### config.mk
export PLATFORM = sky130hd
export DESIGN_NAME = status_sticky_capture
export DESIGN_NICKNAME = d
export VERILOG_FILES = /design/src/rtl/status_sticky_capture.sv
export SDC_FILE = /design/constraint.sdc
export NUM_CORES = 1
export LEC_CHECK = 0
export ABC_CLOCK_PERIOD_IN_PS = 2250
export BUFFER_PORTS_ARGS = -buffer_cell sky130_fd_sc_hd__buf_2
export CAP_MARGIN = 20
export CORE_MARGIN = 5
export CORE_UTILIZATION = 40
export DETAILED_ROUTE_END_ITERATION = 10
export GPL_ROUTABILITY_DRIVEN = 0
export GPL_TIMING_DRIVEN = 0
export PLACE_DENSITY = 0.64
export SKIP_CTS_REPAIR_TIMING = 1
export SYNTH_ARGS = -nofsm -noshare
export SYNTH_HDL_FRONTEND = slang
export SYNTH_SLANG_ARGS = --single-unit
### constraint.sdc
create_clock -name clk -period 2.25 [get_ports clk]
set_input_delay 0 -clock clk [delete_from_list [all_inputs] [get_ports clk]]
set_output_delay 0 -clock clk [all_outputs]
set_load 0.03 [all_outputs]
### src/rtl/status_sticky_capture.sv
// Sticky status capture stage: latches synchronized status bits (per-bit level or
// rising-edge), W1C clear, masked interrupt, saturating event count and first-event index.
module status_sticky_capture #(
  parameter int DATA_WIDTH = 1,
  parameter int CNT_WIDTH  = 16,
  localparam int IDX_WIDTH = (DATA_WIDTH > 1) ? $clog2(DATA_WIDTH) : 1
) (
  input  logic                  clk,
  input  logic                  rst_n,
  input  logic [DATA_WIDTH-1:0] status_in,
  input  logic [DATA_WIDTH-1:0] edge_mode,
  input  logic                  clr_en,
  input  logic [DATA_WIDTH-1:0] clr_mask,
  input  logic [DATA_WIDTH-1:0] irq_mask,
  input  logic                  cnt_clr,
  output logic [DATA_WIDTH-1:0] sticky_out,
  output logic                  irq,
  output logic [CNT_WIDTH-1:0]  event_cnt,
  output logic                  first_valid,
  output logic [IDX_WIDTH-1:0]  first_idx
);

  localparam int POP_W = $clog2(DATA_WIDTH + 1);
  localparam int SUM_W = ((CNT_WIDTH > POP_W) ? CNT_WIDTH : POP_W) + 1;
  localparam logic [CNT_WIDTH-1:0] CNT_MAX     = '1;
  localparam logic [SUM_W-1:0]     CNT_MAX_EXT = SUM_W'(CNT_MAX);

  typedef enum logic [1:0] {ST_RST, ST_ARM, ST_RUN} state_t;

  state_t                state;
  logic [DATA_WIDTH-1:0] prev_reg;
  logic [DATA_WIDTH-1:0] set_vec;
  logic [DATA_WIDTH-1:0] clr_vec;
  logic [DATA_WIDTH-1:0] sticky_next;
  logic [DATA_WIDTH-1:0] new_vec;
  logic [POP_W-1:0]      new_count;
  logic                  any_new;
  logic [IDX_WIDTH-1:0]  new_idx;
  logic [SUM_W-1:0]      cnt_base;
  logic [SUM_W-1:0]      cnt_sum;
  logic [CNT_WIDTH-1:0]  cnt_next;

  // Only bits that were not already sticky count as new events; a bit held
  // high in level mode therefore counts once until it drops and is cleared.
  always_comb begin
    set_vec = '0;
    if (state == ST_RUN)
      set_vec = (status_in & ~prev_reg & edge_mode) | (status_in & ~edge_mode);
    clr_vec     = clr_en ? clr_mask : '0;
    sticky_next = (sticky_out & ~clr_vec) | set_vec;
    new_vec     = set_vec & ~sticky_out;

    new_count = '0;
    any_new   = 1'b0;
    new_idx   = '0;
    for (int i = DATA_WIDTH - 1; i >= 0; i--) begin
      new_count = new_count + POP_W'(new_vec[i]);
      if (new_vec[i]) begin
        any_new = 1'b1;
        new_idx = IDX_WIDTH'(i);
      end
    end

    cnt_base = cnt_clr ? '0 : SUM_W'(event_cnt);
    cnt_sum  = cnt_base + SUM_W'(new_count);
    cnt_next = (cnt_sum > CNT_MAX_EXT) ? CNT_MAX : cnt_sum[CNT_WIDTH-1:0];
  end

  always_ff @(posedge clk) begin
    if (!rst_n) begin
      state       <= ST_RST;
      prev_reg    <= '0;
      sticky_out  <= '0;
      irq         <= 1'b0;
      event_cnt   <= '0;
      first_valid <= 1'b0;
      first_idx   <= '0;
    end else begin
      case (state)
        ST_RST: state <= ST_ARM;
        ST_ARM: begin
          state    <= ST_RUN;
          prev_reg <= status_in;
        end
        ST_RUN: prev_reg <= status_in;
        default: state <= ST_RST;
      endcase

      sticky_out <= sticky_next;
      irq        <= |(sticky_next & irq_mask);
      event_cnt  <= cnt_next;

      // cnt_clr restarts first-event capture from this same cycle's events
      if (cnt_clr) begin
        first_valid <= any_new;
        first_idx   <= any_new ? new_idx : '0;
      end else if (!first_valid && any_new) begin
        first_valid <= 1'b1;
        first_idx   <= new_idx;
      end
    end
  end

endmodule

==> results of run 1 <==
[layout make-up]
type                    instances  area share, %
well taps                      31           2.54
clock inverters                 1           1.97
flip-flops and latches         22           29.0
clock buffers                   3           1.47
multi-input cells              97           46.9
inverters                       2          0.491
repair buffers                 37           14.5
plain buffers                   7           3.11
[power groups by stage]
stage	Combinational [uW]	Clock (uW)	Sequential, uW
detailed placement	79.6	0	417
global placement	76.3	0	416
finish	101	313	411
global route	111	341	412
CTS	80.3	317	409
floorplan	51.8	0	421
[synthesized netlist by cell type (2+ instances only)]
master / count / share of area [%]
nand4_1: 4 / 2.2
inv_1: 2 / 0.66
dfxtp_1: 22 / 38
xnor2_1: 9 / 6.9
nand2_1: 6 / 2.0
a21boi_0: 9 / 5.9
nor2b_1: 15 / 8.2
nand2b_1: 4 / 2.2
and2_1: 3 / 1.6
mux2i_1: 4 / 3.5
nand3_1: 6 / 2.6
a21oi_1: 3 / 1.3
or4_1: 2 / 1.3
xor2_1: 2 / 1.5
clkbuf_1: 4 / 1.3
ha_1: 4 / 4.4
o21a_1: 4 / 2.6
nor3_1: 3 / 1.3
nor2_1: 4 / 1.3
and3_1: 5 / 2.7
[kinds of logic after synthesis]
group                    Yosys count  share of synthesized area, %
other                              1                         0.328
adder cells (fa/ha/maj)            4                          4.37
XOR/XNOR                          11                          8.42
multiplexers                       4                          3.50
flip-flops                        22                          38.5
buffers and inverters              9                          3.50
AO/OA/AOI/OAI                     20                          12.6
AND/OR/NAND/NOR                   57                          28.9
[through the flow]
| stage | TNS, ns | std cells | hold WS (ns) | worst slack [ns] | area [sq um] |
|---|---|---|---|---|---|
| floorplan | 0 | 128 | 0.122 | 0.0166 | 1170 |
| global placement | -2.06 | 185 | 0.201 | -0.192 | 1340 |
| detailed placement | -2.26 | 185 | 0.208 | -0.214 | 1340 |
| CTS | -2.71 | 189 | -0.122 | -0.255 | 1390 |
| global route | -0.622 | 200 | 0.0605 | -0.0984 | 1530 |
| finish | 0 | 200 | 0.0278 | 0.00335 | 1530 |
[worst paths after layout]
check | startpoint | to | slack (ns) | depth (start not counted)
setup / recovery | state[0]$_SDFFE_PN0P_ | event_cnt[14]$_SDFF_PN0_ | 0.003 | 10
hold / removal | status_in | prev_reg$_SDFFE_PN0P_ | 0.03 | 3
setup reg to reg | state[0]$_SDFFE_PN0P_ | event_cnt[14]$_SDFF_PN0_ | 0.003 | 10
hold reg to reg | prev_reg$_SDFFE_PN0P_ | prev_reg$_SDFFE_PN0P_ | 0.54 | 2
[layer usage]
| metal | part of all wire [%] | vias to the layer above |
|---|---|---|
| met1 | 46 | 464 |
| met4 | 1.0 | 0 |
| li1 | - | 527 |
| met5 | 0 | - |
| met2 | 49 | 18 |
| met3 | 3.5 | 4 |
[worst reg2reg max path, cell delays in order, from the launching register on]
cell     delay, ns
dfxtp_2       0.35
inv_2         0.08
ha_4          0.17
nand2_4       0.06
nor3b_4       0.23
and2_1        0.17
ha_2          0.18
and3_4        0.20
nand4_1       0.13
or4_1         0.41
and3_1        0.18
[placed cells by master, fill, tap and decap left out, types with 5 or more instances in the layout]
master,n
xnor2_1,9
nor2b_1,15
nand2_1,6
nand3_1,5
dfxtp_1,20
a21boi_1,6
buf_4,9
buf_2,27
==> metrics.md, run 1 <==
| Metric | Value |
|---|---|
| Outcome | `completed` |
| Die ar. | `just over 0.004 sq mm` |
| Layout cells sized above 1 | `between 30% and 40%` |
| Layout Utilization | `around 55%` |
| Routed Antenna Nets | `0` |
| HP Class | `in2reg` |
| Ys async rst share | `0%` |
| Clock buffer depth | `2` |
| Seq/Total Area, Yosys | `just under 40%` |
| Core ar. | `roughly 0.0028 sq mm` |
| DRC viols | `0` |
| Ant. Diodes | `0` |
| Post-Syn Area | `roughly 0.0011 sq mm` |
| Drt initial violations | `between 40 and 50` |
| Top FF cell, synth | `dfxtp_1` |
| Power share of the clock group | `about 38%` |
| Crit-path max cell delay | `0.41 ns` |
| Most flop-heavy register | `event_cnt` |
| Worst skew pair latency | `0.32 ns` |
| Tcrit/Tclk final | `99.9%` |
| Clk_skew | `approximately 0.011 ns` |
| Cell family with most CP delay | `simple AND/OR/NAND/NOR gates` |
| Die W | `between 60 and 70 microns` |
| Cell Chain, Critical Path | `inv_2, ha_4, nand2_4, nor3b_4, and2_1, ha_2, and3_4, nand4_1, or4_1, and3_1` |
| Post-Route WL | `about 2.8 mm` |
| Cell variety after synth | `33` |
| H-tree depth | `1` |
| Aggregate global routing overflow | `0` |
| Root buffer cell | `clkbuf_4` |
| PortBufs | `26` |
| EDFF count, synth | `0` |
| Endpoints failing hold | `0` |
| M3 GR Usage | `2.84%` |
| Synth-to-Final Area Change | `33.4%` |
| Int Power | `~630 uW` |
| Pre-antenna DRT Iters | `4` |
| Initial core utilization | `~42%` |
| Dpl hpwl | `around 1.9 mm` |
| Nets@finish | `about 180` |
| Min cycle time layout | `roughly 2.2 ns` |
| Synth Net Count | `140` |
| Vias | `about 1000` |
| Fill cells | `approximately 270` |
| Power Density | `540 mW/mm^2` |
| Psw | `between 150 and 200 uW` |
| M1 GR Usage | `approximately 18%` |
| CTS sink cnt | `22` |
| Count of state elements after synthesis | `22` |
| Switching Fraction | `23.4%` |
| CP Launch Type | `flip-flop` |
| VDD IR-drop max | `345 uV` |
| Row cnt | `19` |
| Total power | `~820 uW` |
| Combinational share of power | `between 10% and 20%` |
| Met2 usage | `a little over a fifth` |
| Arrival time worst endpoint | `between 2 and 2.5 ns` |
| GRT Max-Usage Layer | `met2` |
| Largest regs | `event_cnt (16), state (2)` |
| F_max | `445 MHz` |
| Worst-path fanout max | `4` |
| Leak Pwr | `around 0.00065 uW` |
| Number of global-route vias before repair | `approximately 960` |
| Max FFs per register | `16` |
| First-pass GRT wire length | `about 4.4 mm` |
| Total CTS buffers | `3` |
| Mapped Avg Cell Area | `a little under 9 sq um` |
| Reg area | `443 sq um` |
| Max Transition Viols Final | `0` |
| CTS tree | `done` |
| Die Height | `63.5 microns` |
| Crit. End Element | `flip-flop` |
| Pin count of the biggest net entering global routing | `14` |
| Setup Viol. Count Final | `0` |
| Initial antenna violation count | `0` |
| Maxcap violations | `0` |
| Clock transition at the registers of the reported paths | `0.13 ns` |
| Worst Setup Path Type | `reg2reg` |
| Vias per cell | `a little over 5` |
| CP Buf/Inv Count | `1` |
| Register share of total power | `49.8%` |
| Ports | `28` |
| Syn Inst Count | `between 100 and 150` |
| Multi-input logic area | `717 sq um` |
| Unrepaired setup endpoints after global routing | `yes` |
| CP max-delay cell | `or4_1` |
| Drt wl/cell | `between 10 and 15 microns` |
| Total track usage | `13.5%` |
| Syn. warnings | `0` |
| Worst path required time | `2.47 ns` |
Power figures use the tool's default switching activity.
==> run 2, diff against run 1 <==
--- a/config.mk
+++ b/config.mk
@@ -12,7 +12,7 @@
 export CORE_UTILIZATION = 40
 export DETAILED_ROUTE_END_ITERATION = 10
 export GPL_ROUTABILITY_DRIVEN = 0
-export GPL_TIMING_DRIVEN = 0
+export GPL_TIMING_DRIVEN = 1
 export PLACE_DENSITY = 0.64
 export SKIP_CTS_REPAIR_TIMING = 1
 export SYNTH_ARGS = -nofsm -noshare
==> metrics.md, run 2 (synthesized netlist as in run 1, its figures left out) <==
| Metric | Value |
|---|---|
| Outcome | `completed` |
| HP Class | `in2reg` |
| Die ar. | `0.00403 sq mm (unchanged)` |
| Initial core utilization | `41.5% (unchanged)` |
| Die W | `63.5 microns (unchanged)` |
| Commonest non-fill, non-tap cell in the layout | `buf_2` |
| Core ar. | `0.00276 sq mm (unchanged)` |
| Vias per cell | `5.23 (+3.2%)` |
| Crit. End Element | `flip-flop` |
| Max Transition Viols Final | `0 (unchanged)` |
| Setup TNS | `0 ns (unchanged)` |
| CTS tree | `done` |
| Clock transition at the registers of the reported paths | `0.12 ns (about the same)` |
| Fill cells | `267 (-2.6%)` |
| VDD IR-drop max | `315 uV (-8.7%)` |
| Root buffer cell | `clkbuf_4` |
| Cell mode on critical path | `ha_4` |
| Post-Route WL | `2.71 mm (-2.7%)` |
| Tcrit/Tclk final | `97.5% (-2.4 points)` |
| Arrival time worst endpoint | `2.41 ns (-0.06 ns)` |
| Most flop-heavy register | `event_cnt` |
| Aggregate global routing overflow | `0 (unchanged)` |
| Worst Setup Path Type | `reg2reg` |
| Unrepaired setup endpoints after global routing | `yes` |
| Drt wl/cell | `14.0 microns (+0.83%)` |
| Initial antenna violation count | `0 (unchanged)` |
| Vias | `1009 (-0.39%)` |
| Largest regs | `event_cnt (16), state (2)` |
| Pin count of the biggest net entering global routing | `21 (+7)` |
| Clock buffer depth | `2 (unchanged)` |
| Clk_skew | `0.00210 ns (-0.00879 ns)` |
| F_max | `456 MHz (+2.4%)` |
| Synth-to-Final Area Change | `27.2%` |
| Hold depth | `3 (unchanged)` |
| Worst path required time | `2.47 ns (about the same)` |
| Setup Viol. Count Final | `0 (unchanged)` |
| Worst-path fanout max | `3 (-1)` |
| Worst skew pair latency | `0.31 ns (about the same)` |
| Endpoints failing hold | `0 (unchanged)` |
| Crit-path max cell delay | `0.51 ns (+0.10 ns)` |
| Pre-antenna DRT Iters | `4 (unchanged)` |
| Row cnt | `19 (unchanged)` |
| CP max-delay cell | `or4_1` |
| Commonest non-fill, non-tap cells in the layout | `26 x buf_2, 20 x dfxtp_1, 15 x nor2b_1` |
| First-pass GRT wire length | `4.60 mm (+4.9%)` |
| Die Height | `63.5 microns (unchanged)` |
| PortBufs | `26 (unchanged)` |
| Min Hold Slack | `0.0228 ns (-0.00504 ns)` |
| R2R cell count | `10 (unchanged)` |
| Ant. Diodes | `0 (unchanged)` |
| Number of global-route vias before repair | `1039 (+8.6%)` |
| Power Density | `500 mW/mm^2 (-7.3%)` |
| Layout cells sized above 1 | `30.9% (-2.3 points)` |
| Multi-input logic area | `716 sq um (-0.17%)` |
| CTS sink cnt | `22 (unchanged)` |
| Total CTS buffers | `3 (unchanged)` |
| Reg area | `443 sq um (unchanged)` |
| Leak Pwr | `0.000611 uW (-6.1%)` |
| Ports | `28 (unchanged)` |
| Nets@finish | `175 (-3.8%)` |
| Total track usage | `13.7% (+0.21 points)` |
| CP Launch Type | `flip-flop` |
| H-tree depth | `1 (unchanged)` |
| Maxcap violations | `0 (unchanged)` |
| Drt initial violations | `77 (+75%)` |
| Min cycle time layout | `2.19 ns (-0.0532 ns)` |
| Total power | `729 uW (-12%)` |
| DRC viols | `0 (unchanged)` |
| Layout Utilization | `52.8% (-2.6 points)` |
| Cell Chain, Critical Path | `inv_2, ha_4, nand2_4, nor3b_4, and2_4, ha_4, and3_4, nand4_1, or4_1, and3_1` |
| Max FFs per register | `16 (unchanged)` |
| Routed Antenna Nets | `0 (unchanged)` |
[run 2: path summary, 6_finish.rpt]
kind | startpoint | endpoint | slack, ns
setup reg to reg | state[0]$_SDFFE_PN0P_ | event_cnt[14]$_SDFF_PN0_ | 0.06
hold / removal | status_in | prev_reg$_SDFFE_PN0P_ | 0.02
setup / recovery | state[0]$_SDFFE_PN0P_ | event_cnt[14]$_SDFF_PN0_ | 0.06
hold reg to reg | prev_reg$_SDFFE_PN0P_ | prev_reg$_SDFFE_PN0P_ | 0.55
[run 2: metrics by stage]
step	cells	setup WS, ns	instance area, sq um
final	193	0.0566	1460
after global routing	193	-0.0223	1460
after CTS	189	-0.00283	1390
after detailed placement	185	0.0262	1360
after global placement	185	0.0912	1360
after floorplan	128	0.0166	1170
[run 2: cell type report]
class / instances / share of cell area (%)
clock buffer: 4 / 2.49
inverter: 2 / 0.515
multi-input combinational: 97 / 49.1
sequential: 22 / 30.4
tap: 31 / 2.66
timing repair buffer: 37 / 14.8
[run 2: power breakdown]
part / internal [uW] / switching, uW / total (uW) / leakage (uW)
clock network: 98.8 / 121 / 220 / 0.0000210
registers: 402 / 9.44 / 411 / 0.000178
logic: 48.0 / 49.8 / 97.9 / 0.000412
[run 2: metal layers]
metal | up-vias | GRT usage [%] | part of all wire, %
met3 | 2 | 3.20 | 3.2
li1 | 506 | - | -
met5 | - | 0 | 0
met4 | 0 | 3.90 | 0.66
met2 | 14 | 23.7 | 49
met1 | 487 | 16.7 | 47
[run 2: critical path, delay by kind of cell, from the launching register on]
family        cells  cell delay [ns]
fa+ha+maj         2             0.27
simple gates      7             1.42
flops             1             0.35
buf+inv           1             0.07
